`src/rtl/wave_pkg.sv`:
```
// -----------------------------------------------------------------------------
// wave_pkg
// Shared definitions for the waveform frame packer: the default frame sync
// word, the frame sequencer state encoding and the header word positions.
// A frame on the USB side is:
//   SYNC_WORD, sequence number, payload length, payload[0..len-1], checksum
// -----------------------------------------------------------------------------
package wave_pkg;

  localparam logic [15:0] SYNC_WORD_DEF = 16'hA55A;

  // Position of each header word within a frame.
  localparam int unsigned HDR_IDX_SYNC = 0;
  localparam int unsigned HDR_IDX_SEQ  = 1;
  localparam int unsigned HDR_IDX_LEN  = 2;
  localparam int unsigned HDR_WORDS    = 3;

  typedef enum logic [2:0] {
    ST_IDLE     = 3'd0,
    ST_HDR_SYNC = 3'd1,
    ST_HDR_SEQ  = 3'd2,
    ST_HDR_LEN  = 3'd3,
    ST_PAYLOAD  = 3'd4,
    ST_CKSUM    = 3'd5
  } state_e;

endpackage

```
`src/rtl/wave_frame_packer.sv`:
```
// -----------------------------------------------------------------------------
// wave_frame_packer
// Wraps a block of capture-FIFO words in a frame (sync, sequence number,
// length, payload, 16-bit additive checksum) and writes it to the USB FIFO.
//
// Ports:
//   i_clk, i_rst      system clock / asynchronous active-high reset
//   i_en              run enable; triggers are ignored while low
//   i_st              one-cycle frame start pulse
//   i_recv_count      payload words per frame, sampled on the accepted i_st
//   i_rd_empty        capture FIFO empty
//   i_rd_data         capture FIFO head word (show-ahead)
//   o_rd              capture FIFO pop (combinational)
//   i_full            USB FIFO full (sink keeps one word of slack)
//   o_wr, o_wr_data   registered USB FIFO write strobe and word
//   o_busy            high from the accepted i_st until the checksum is written
//   o_seq             sequence number of the most recently started frame
//   o_drop_cnt        saturating count of triggers rejected while busy
// -----------------------------------------------------------------------------
module wave_frame_packer
  import wave_pkg::*;
#(
  parameter logic [15:0] SYNC_WORD = SYNC_WORD_DEF,
  parameter int          DW        = 16
) (
  input  logic          i_clk,
  input  logic          i_rst,
  input  logic          i_en,
  input  logic          i_st,
  input  logic [15:0]   i_recv_count,
  input  logic          i_rd_empty,
  input  logic [DW-1:0] i_rd_data,
  output logic          o_rd,
  input  logic          i_full,
  output logic          o_wr,
  output logic [DW-1:0] o_wr_data,
  output logic          o_busy,
  output logic [15:0]   o_seq,
  output logic [15:0]   o_drop_cnt
);

  state_e        state_q, state_d;
  // Holds the latched length through the header, then counts down the
  // payload words still to be popped.
  logic [15:0]   rem_q,   rem_d;
  logic [DW-1:0] cksum_q, cksum_d;
  logic [15:0]   seq_q,   seq_d;
  logic [15:0]   drop_q,  drop_d;
  logic          busy_q,  busy_d;
  logic          wr_q,    wr_d;
  logic [DW-1:0] wr_data_q, wr_data_d;
  logic          rd;

  always_comb begin
    // NOTE: every signal written here gets a default first, so no path can
    // leave one unassigned and infer a latch.
    state_d   = state_q;
    rem_d     = rem_q;
    cksum_d   = cksum_q;
    seq_d     = seq_q;
    drop_d    = drop_q;
    busy_d    = busy_q;
    wr_d      = 1'b0;
    wr_data_d = wr_data_q;
    rd        = 1'b0;

    // Any trigger outside IDLE is rejected, including one arriving in the
    // same cycle the checksum is issued.
    if (i_st && i_en && (state_q != ST_IDLE) && (drop_q != 16'hFFFF)) begin
      drop_d = drop_q + 16'd1;
    end

    unique case (state_q)
      ST_IDLE: begin
        if (i_st && i_en) begin
          rem_d   = i_recv_count;
          seq_d   = seq_q + 16'd1;
          cksum_d = '0;
          busy_d  = 1'b1;
          state_d = ST_HDR_SYNC;
        end
      end

      ST_HDR_SYNC: begin
        if (!i_full) begin
          wr_d      = 1'b1;
          wr_data_d = SYNC_WORD[DW-1:0];
          state_d   = ST_HDR_SEQ;
        end
      end

      ST_HDR_SEQ: begin
        if (!i_full) begin
          wr_d      = 1'b1;
          wr_data_d = DW'(seq_q);
          state_d   = ST_HDR_LEN;
        end
      end

      ST_HDR_LEN: begin
        if (!i_full) begin
          wr_d      = 1'b1;
          wr_data_d = DW'(rem_q);
          state_d   = (rem_q == 16'd0) ? ST_CKSUM : ST_PAYLOAD;
        end
      end

      ST_PAYLOAD: begin
        rd = !i_rd_empty && !i_full && (rem_q != 16'd0);
        if (rd) begin
          wr_d      = 1'b1;
          wr_data_d = i_rd_data;
          cksum_d   = cksum_q + i_rd_data;
          rem_d     = rem_q - 16'd1;
          if (rem_q == 16'd1) begin
            state_d = ST_CKSUM;
          end
        end
      end

      ST_CKSUM: begin
        if (!i_full) begin
          wr_d      = 1'b1;
          wr_data_d = cksum_q;
          busy_d    = 1'b0;
          state_d   = ST_IDLE;
        end
      end

      default: state_d = ST_IDLE;
    endcase
  end

  // NOTE: sequential state uses non-blocking assignments only, so every
  // register samples the pre-edge value of the others.
  always_ff @(posedge i_clk or posedge i_rst) begin
    if (i_rst) begin
      state_q   <= ST_IDLE;
      rem_q     <= '0;
      cksum_q   <= '0;
      seq_q     <= 16'hFFFF;  // first frame after reset carries sequence 0
      drop_q    <= '0;
      busy_q    <= 1'b0;
      wr_q      <= 1'b0;
      wr_data_q <= '0;
    end else begin
      state_q   <= state_d;
      rem_q     <= rem_d;
      cksum_q   <= cksum_d;
      seq_q     <= seq_d;
      drop_q    <= drop_d;
      busy_q    <= busy_d;
      wr_q      <= wr_d;
      wr_data_q <= wr_data_d;
    end
  end

  assign o_rd       = rd;
  assign o_wr       = wr_q;
  assign o_wr_data  = wr_data_q;
  assign o_busy     = busy_q;
  assign o_seq      = seq_q;
  assign o_drop_cnt = drop_q;

endmodule

```
`config.mk`:
```
export PLATFORM = sky130hd
export DESIGN_NAME = wave_frame_packer
export DESIGN_NICKNAME = d
export VERILOG_FILES = /design/src/rtl/wave_pkg.sv /design/src/rtl/wave_frame_packer.sv
export SDC_FILE = /design/constraint.sdc
export NUM_CORES = 1
export LEC_CHECK = 0
export CORE_ASPECT_RATIO = 0.5
export CORE_MARGIN = 5
export CORE_UTILIZATION = 45
export DETAILED_ROUTE_END_ITERATION = 6
export PLACE_DENSITY = 0.79
export RECOVER_POWER = 25
export SLEW_MARGIN = 25
export SYNTH_ARGS = -nofsm -noshare
export SYNTH_HDL_FRONTEND = slang
export SYNTH_SLANG_ARGS = --single-unit
```
`constraint.sdc`:
```
create_clock -name i_clk -period 6 [get_ports i_clk]
set_input_delay 1.2 -clock i_clk [delete_from_list [all_inputs] [get_ports i_clk]]
set_output_delay 1.2 -clock i_clk [all_outputs]
set_load 0.005 [all_outputs]
```
Word-level counts from Yosys, hierarchy flattened
Index checks and enable logic that the tools add are counted.
Word-level totals
  output and inout port bits: 51
  logic and storage cells: 74
  register bits: 85
  bits of input ports: 38
Operators by class
  add/sub/neg operators: 4
  reductions and logical operators: 20
  muxes and demuxes: 28
  equal/unequal tests: 14
Operators with widths (number)
  $mux 16: 9
  $pmux 16 s5: 1
  $pmux 16 s2: 2
  $add 16x1->16 const B: 2
  $mux 3: 7
  $pmux 3 s6: 1
  $add 16x16->16: 1
  $eq 16x1->1 const B: 1
  $logic_not 16->1: 1
  $ne 16x16->1 const B: 1
  $reduce_bool 16->1: 1
  $sub 16x1->16 const B: 1
  $ne 2x2->1 const B: 7
  $reduce_and 7->1: 1
  $eq 3x2->1 const B: 2
  $eq 3x3->1 const B: 2
  $mux 1: 6
  $reduce_and 3->1: 2
  $reduce_and 6->1: 1
  $logic_and 1x1->1: 5
  $reduce_bool 5->1: 1
  $pmux 1 s2: 2
  $reduce_bool 2->1: 2
  $reduce_or 4->1: 1
  5 further kinds: 6

Depth between registers and ports, before layout
  depth after elaboration: 5
  gate-level depth with buffers: 10
  mapped depth without buffers: 9

Least setup slack after synthesis
OpenSTA, ideal clock, no wires.
  kind: in2out
  start: input i_full
  end: output o_rd
  required time: 4800 ps
  slack: 2826 ps
  path buffers: 1
  cell stages on the path: 5
  arrival: 1974 ps
  path through: nor2_1 > nand2_1 > or2_4 > inv_4 > buf_2
Between the ends
  longest elaborated chain between the ends: 4
RTL lines
  start: declaration: RTL line wave_frame_packer.sv:34  | input logic i_full,
  $logic_not 1->1
  $logic_and 1x1->1 (2 in series): RTL line wave_frame_packer.sv:109  | rd = !i_rd_empty && !i_full && (rem_q != 16'd0);
  $mux 1: RTL line wave_frame_packer.sv:73  | unique case (state_q)
  end: declaration: RTL line wave_frame_packer.sv:33  | output logic o_rd,
No other way between the ends.

Worst setup path in the final report
Ends and elaborated chain as after synthesis.

==> summary.txt <==
Outcome
  • Outcome: finished, violations left
  • Violations in the final reports: max-capacitance violations, max-slew violations

Setup path
  • Critical path launch point type: primary input
  • Sort of element at the end of the critical path: primary output
  • Crit path kind: primary input to primary output
  • Required time reported for the critical path endpoint: 4.80 ns
  • Largest fanout on the critical path: 22
  • Worst EP arrival: 3.28 ns

Clock network
  • CTS H-tree lvls: 3
  • Skew-Pair Late Insertion Delay: 0.35 ns
  • Hold bufs inserted after CTS: 0
  • Master cell of the clock root buffer: sky130_fd_sc_hd__clkbuf_16
  • Clock-pin slew on the worst setup and hold paths: 0.06 ns
  • Inserted Clock Buffers: 9
  • Post-CTS resize count: 0
  • Clock sink count: 85
  • Post-CTS setup buffers: 0
  • CTS max path bufs: 2
  • CTS tree: built

STA
  • Max Transition Viols Final: 55
  • Unrepaired setup endpoints after global routing: false
  • Total negative slack: 0 ns
  • Max_slew headroom: -60.5%
  • Clock period minus worst slack: 4.48 ns
  • Transition time at the pin with the least slew margin: 2.39 ns
  • Setup clock skew after layout: 0.00993 ns
  • Share of the clock period used by the worst path: 74.6%
  • Number of endpoints with negative hold slack in the final report: 0
  • Count of final setup violators: 0
  • Highest Clock Rate: 223 MHz

Detailed routing
  • Count of routing violations after the opening detailed-route iteration: 314
  • Total iterations of the first detailed-routing run: 5
  • DRC violations left: 0
  • Average via count per standard cell: 5.88
  • DR vias: 4461
  • Post-detailed-routing wire length: 13900 um
  • Post-route ant nets: 0
  • Wirelength per Cell: 18.3 um

Floorplanning
  • Area of the placeable core: around 11000 sq um
  • Die span in x: 161 um
  • Number of primary I/O pins: 89
  • Initial standard-cell utilization of the core: a little under half
  • Total die area: 13700 sq um
  • Die Y-Extent: around 85 um
  • Site row count: 27

Logic synthesis
  • Synthesized instance count: 536
  • Mapped Nets: 594
  • Async SR Flop Fraction: 100%
  • Unique masters post-synth: 60
  • Synth Flop Type: sky130_fd_sc_hd__dfrtp_1
  • Yosys warning total: 0
  • Count of flip-flops with a built-in enable after synthesis: 0
  • Share of synthesized area occupied by flip-flops and latches: 42.1%
  • Total standard cell area after synthesis: 5100 sq um
  • Synthesized flop and latch total: 85
  • Mapped Avg Cell Area: 9.52 sq um

Hold path
  • Hold Crit Class: register to register

Placement
  • HPWL after detailed placement: 9990 um
  • Count of buffers from port buffering: between 80 and 90
  • Gp weighted congestion: 0.969

Final layout
  • Count of nets after finishing: 667
  • ANT cells: 0
  • Fraction of layout instances using a drive strength above 1: 8.47%
  • Utilization after layout: approximately 58%
  • Synth-to-layout area growth: 24.6%
  • Number of fillers in the final layout: 945

Job
  • Count of maximum capacitance violations: 1

GRT
  • Number of global-route vias before repair: 4296
  • Wire length of the first global-routing pass: ~22000 um
  • Antenna violations before repair: 0
  • Remaining Overflow, GRT: 0
  • Total global routing track utilization: 20.2%
  • Pin count of the biggest net entering global routing: 55

Pwr
  • Worst supply voltage drop on vdd: about 170 uV
  • Power density over the cells: about 440 nW/um^2
  • LEAKAGE: 0.00262 uW
layout make-up:
type	count	area (sq um)	share of cell area (%)
Sequential cell	85	2150	33.8
Multi-Input combinational cell	409	2770	43.6
Timing Repair Buffer	91	903	14.2
Clock inverter	7	73.8	1.16
Inverter	13	52.6	0.827
Clock buffer	9	225	3.54
Tap cell	145	181	2.85
metal layers:
layer	part of all wire (%)	up-vias	track usage [%]	wire length (um)
li1	-	2116	-	-
met1	47	2174	27.0	6500
met2	45	154	33.1	6270
met3	6.8	17	5.34	939
met4	1.1	0	4.76	150
met5	0	-	0	0
cell usage in the layout (no fill, tap or decap), types with 5 or more instances in the layout:
cell type and n:
sky130_fd_sc_hd__a211oi_1 12, sky130_fd_sc_hd__a21o_1 17, sky130_fd_sc_hd__a21oi_1 33, sky130_fd_sc_hd__a221oi_1 16, sky130_fd_sc_hd__a22oi_1 8, sky130_fd_sc_hd__and3_1 7, sky130_fd_sc_hd__clkbuf_16 9, sky130_fd_sc_hd__clkdlybuf4s50_1 86
sky130_fd_sc_hd__dfrtp_1 69, sky130_fd_sc_hd__dfstp_2 16, sky130_fd_sc_hd__ha_1 19, sky130_fd_sc_hd__inv_1 11, sky130_fd_sc_hd__mux2_2 6, sky130_fd_sc_hd__mux2i_1 18, sky130_fd_sc_hd__nand2_1 52, sky130_fd_sc_hd__nand3_1 27
sky130_fd_sc_hd__nand4_1 12, sky130_fd_sc_hd__nor2_1 27, sky130_fd_sc_hd__nor2b_1 5, sky130_fd_sc_hd__nor3_1 9, sky130_fd_sc_hd__nor4_1 5, sky130_fd_sc_hd__o21ai_0 40, sky130_fd_sc_hd__xnor2_1 29, sky130_fd_sc_hd__xor2_1 13
Yosys cell counts (all sizes together), types with 2 or more instances:
cell type | count | share of area [%]
nor4 | 6 | 0.86
nor4b | 3 | 0.52
a22o | 3 | 0.52
o21a | 2 | 0.29
nand2 | 52 | 3.8
nor3 | 9 | 0.88
o21ai | 43 | 4.2
nand3 | 27 | 2.6
inv | 13 | 1.0
nor2b | 5 | 0.61
nand4 | 12 | 1.5
a21o | 17 | 2.5
a21oi | 33 | 3.2
nor3b | 5 | 0.93
o211ai | 3 | 0.44
dfstp | 16 | 8.2
a22oi | 8 | 1.2
xor2 | 13 | 2.2
ha | 19 | 4.7
or4 | 3 | 0.44
dfrtp | 69 | 34
xnor2 | 29 | 5.0
and3 | 7 | 0.86
nor2 | 30 | 2.8
and4 | 2 | 0.34
mux2i | 18 | 3.5
a221oi | 16 | 2.7
buf | 14 | 1.6
a211oi | 12 | 1.8
a21boi | 3 | 0.44
and2 | 4 | 0.49
clkbuf | 15 | 1.1
mux2 | 6 | 1.3
metrics by stage:
stage | setup slack (ns) | hold slack [ns] | std cells | total power [uW] | instance area, sq um
5_1_grt | 1.47 | 0.489 | 759 | 2940 | 6350
6_report | 1.52 | 0.478 | 759 | 2780 | 6350
3_3_place_gp | 1.71 | 0.461 | 743 | 2140 | 6050
3_5_place_dp | 1.67 | 0.467 | 743 | 2180 | 6060
2_1_floorplan | 2.63 | 0.474 | 536 | 1750 | 5100
4_1_cts | 1.65 | 0.481 | 759 | 2760 | 6350
kinds of logic after synthesis:
family / after synthesis / synth area share (%)
and+or+nand+nor: 170 / 17.5
AOI/OAI and AO/OA: 153 / 19.5
DFF: 85 / 42.1
xor gates and xnor gates: 42 / 7.21
buffers and inverters: 42 / 3.70
muxes: 24 / 4.86
adders and majority gates: 20 / 5.05
path summary, 6_finish.rpt:
| path | startpoint | to | slack, ns | cells after the start |
|---|---|---|---|---|
| worst max-delay path | i_full | o_rd | 1.52 | 6 |
| min in group asynchronous | i_rst | o_drop_cnt[8] | 1.96 | 2 |
| worst max register to register | rem_q[0] | o_wr_data[11] | 2.89 | 9 |
| worst min-delay path | o_wr_data[12] | o_wr_data[12] | 0.48 | 1 |
| worst min register to register | o_wr_data[12] | o_wr_data[12] | 0.48 | 1 |
| max in group asynchronous | i_rst | cksum_q[14] | 2.71 | 3 |
sequential cells by signal, summed over array words and instances (netlist names):
register	cells
rem_q	16
o_wr_data	16
o_busy	1
state_q	3
cksum_q	16
o_seq	16
o_drop_cnt	16
o_wr	1
power by group:
group	switching [uW]	internal (uW)
Sequential	248	768
Clock	249	325
Combinational	627	560
worst max-delay path: stages:
cell	delay, ns
sky130_fd_sc_hd__dlygate4sd3_1	0.59
sky130_fd_sc_hd__nor2_1	0.18
sky130_fd_sc_hd__nand2_1	0.11
sky130_fd_sc_hd__or2_4	0.41
sky130_fd_sc_hd__inv_4	0.23
sky130_fd_sc_hd__clkdlybuf4s50_1	0.55
(Power assumes the default switching activity.)
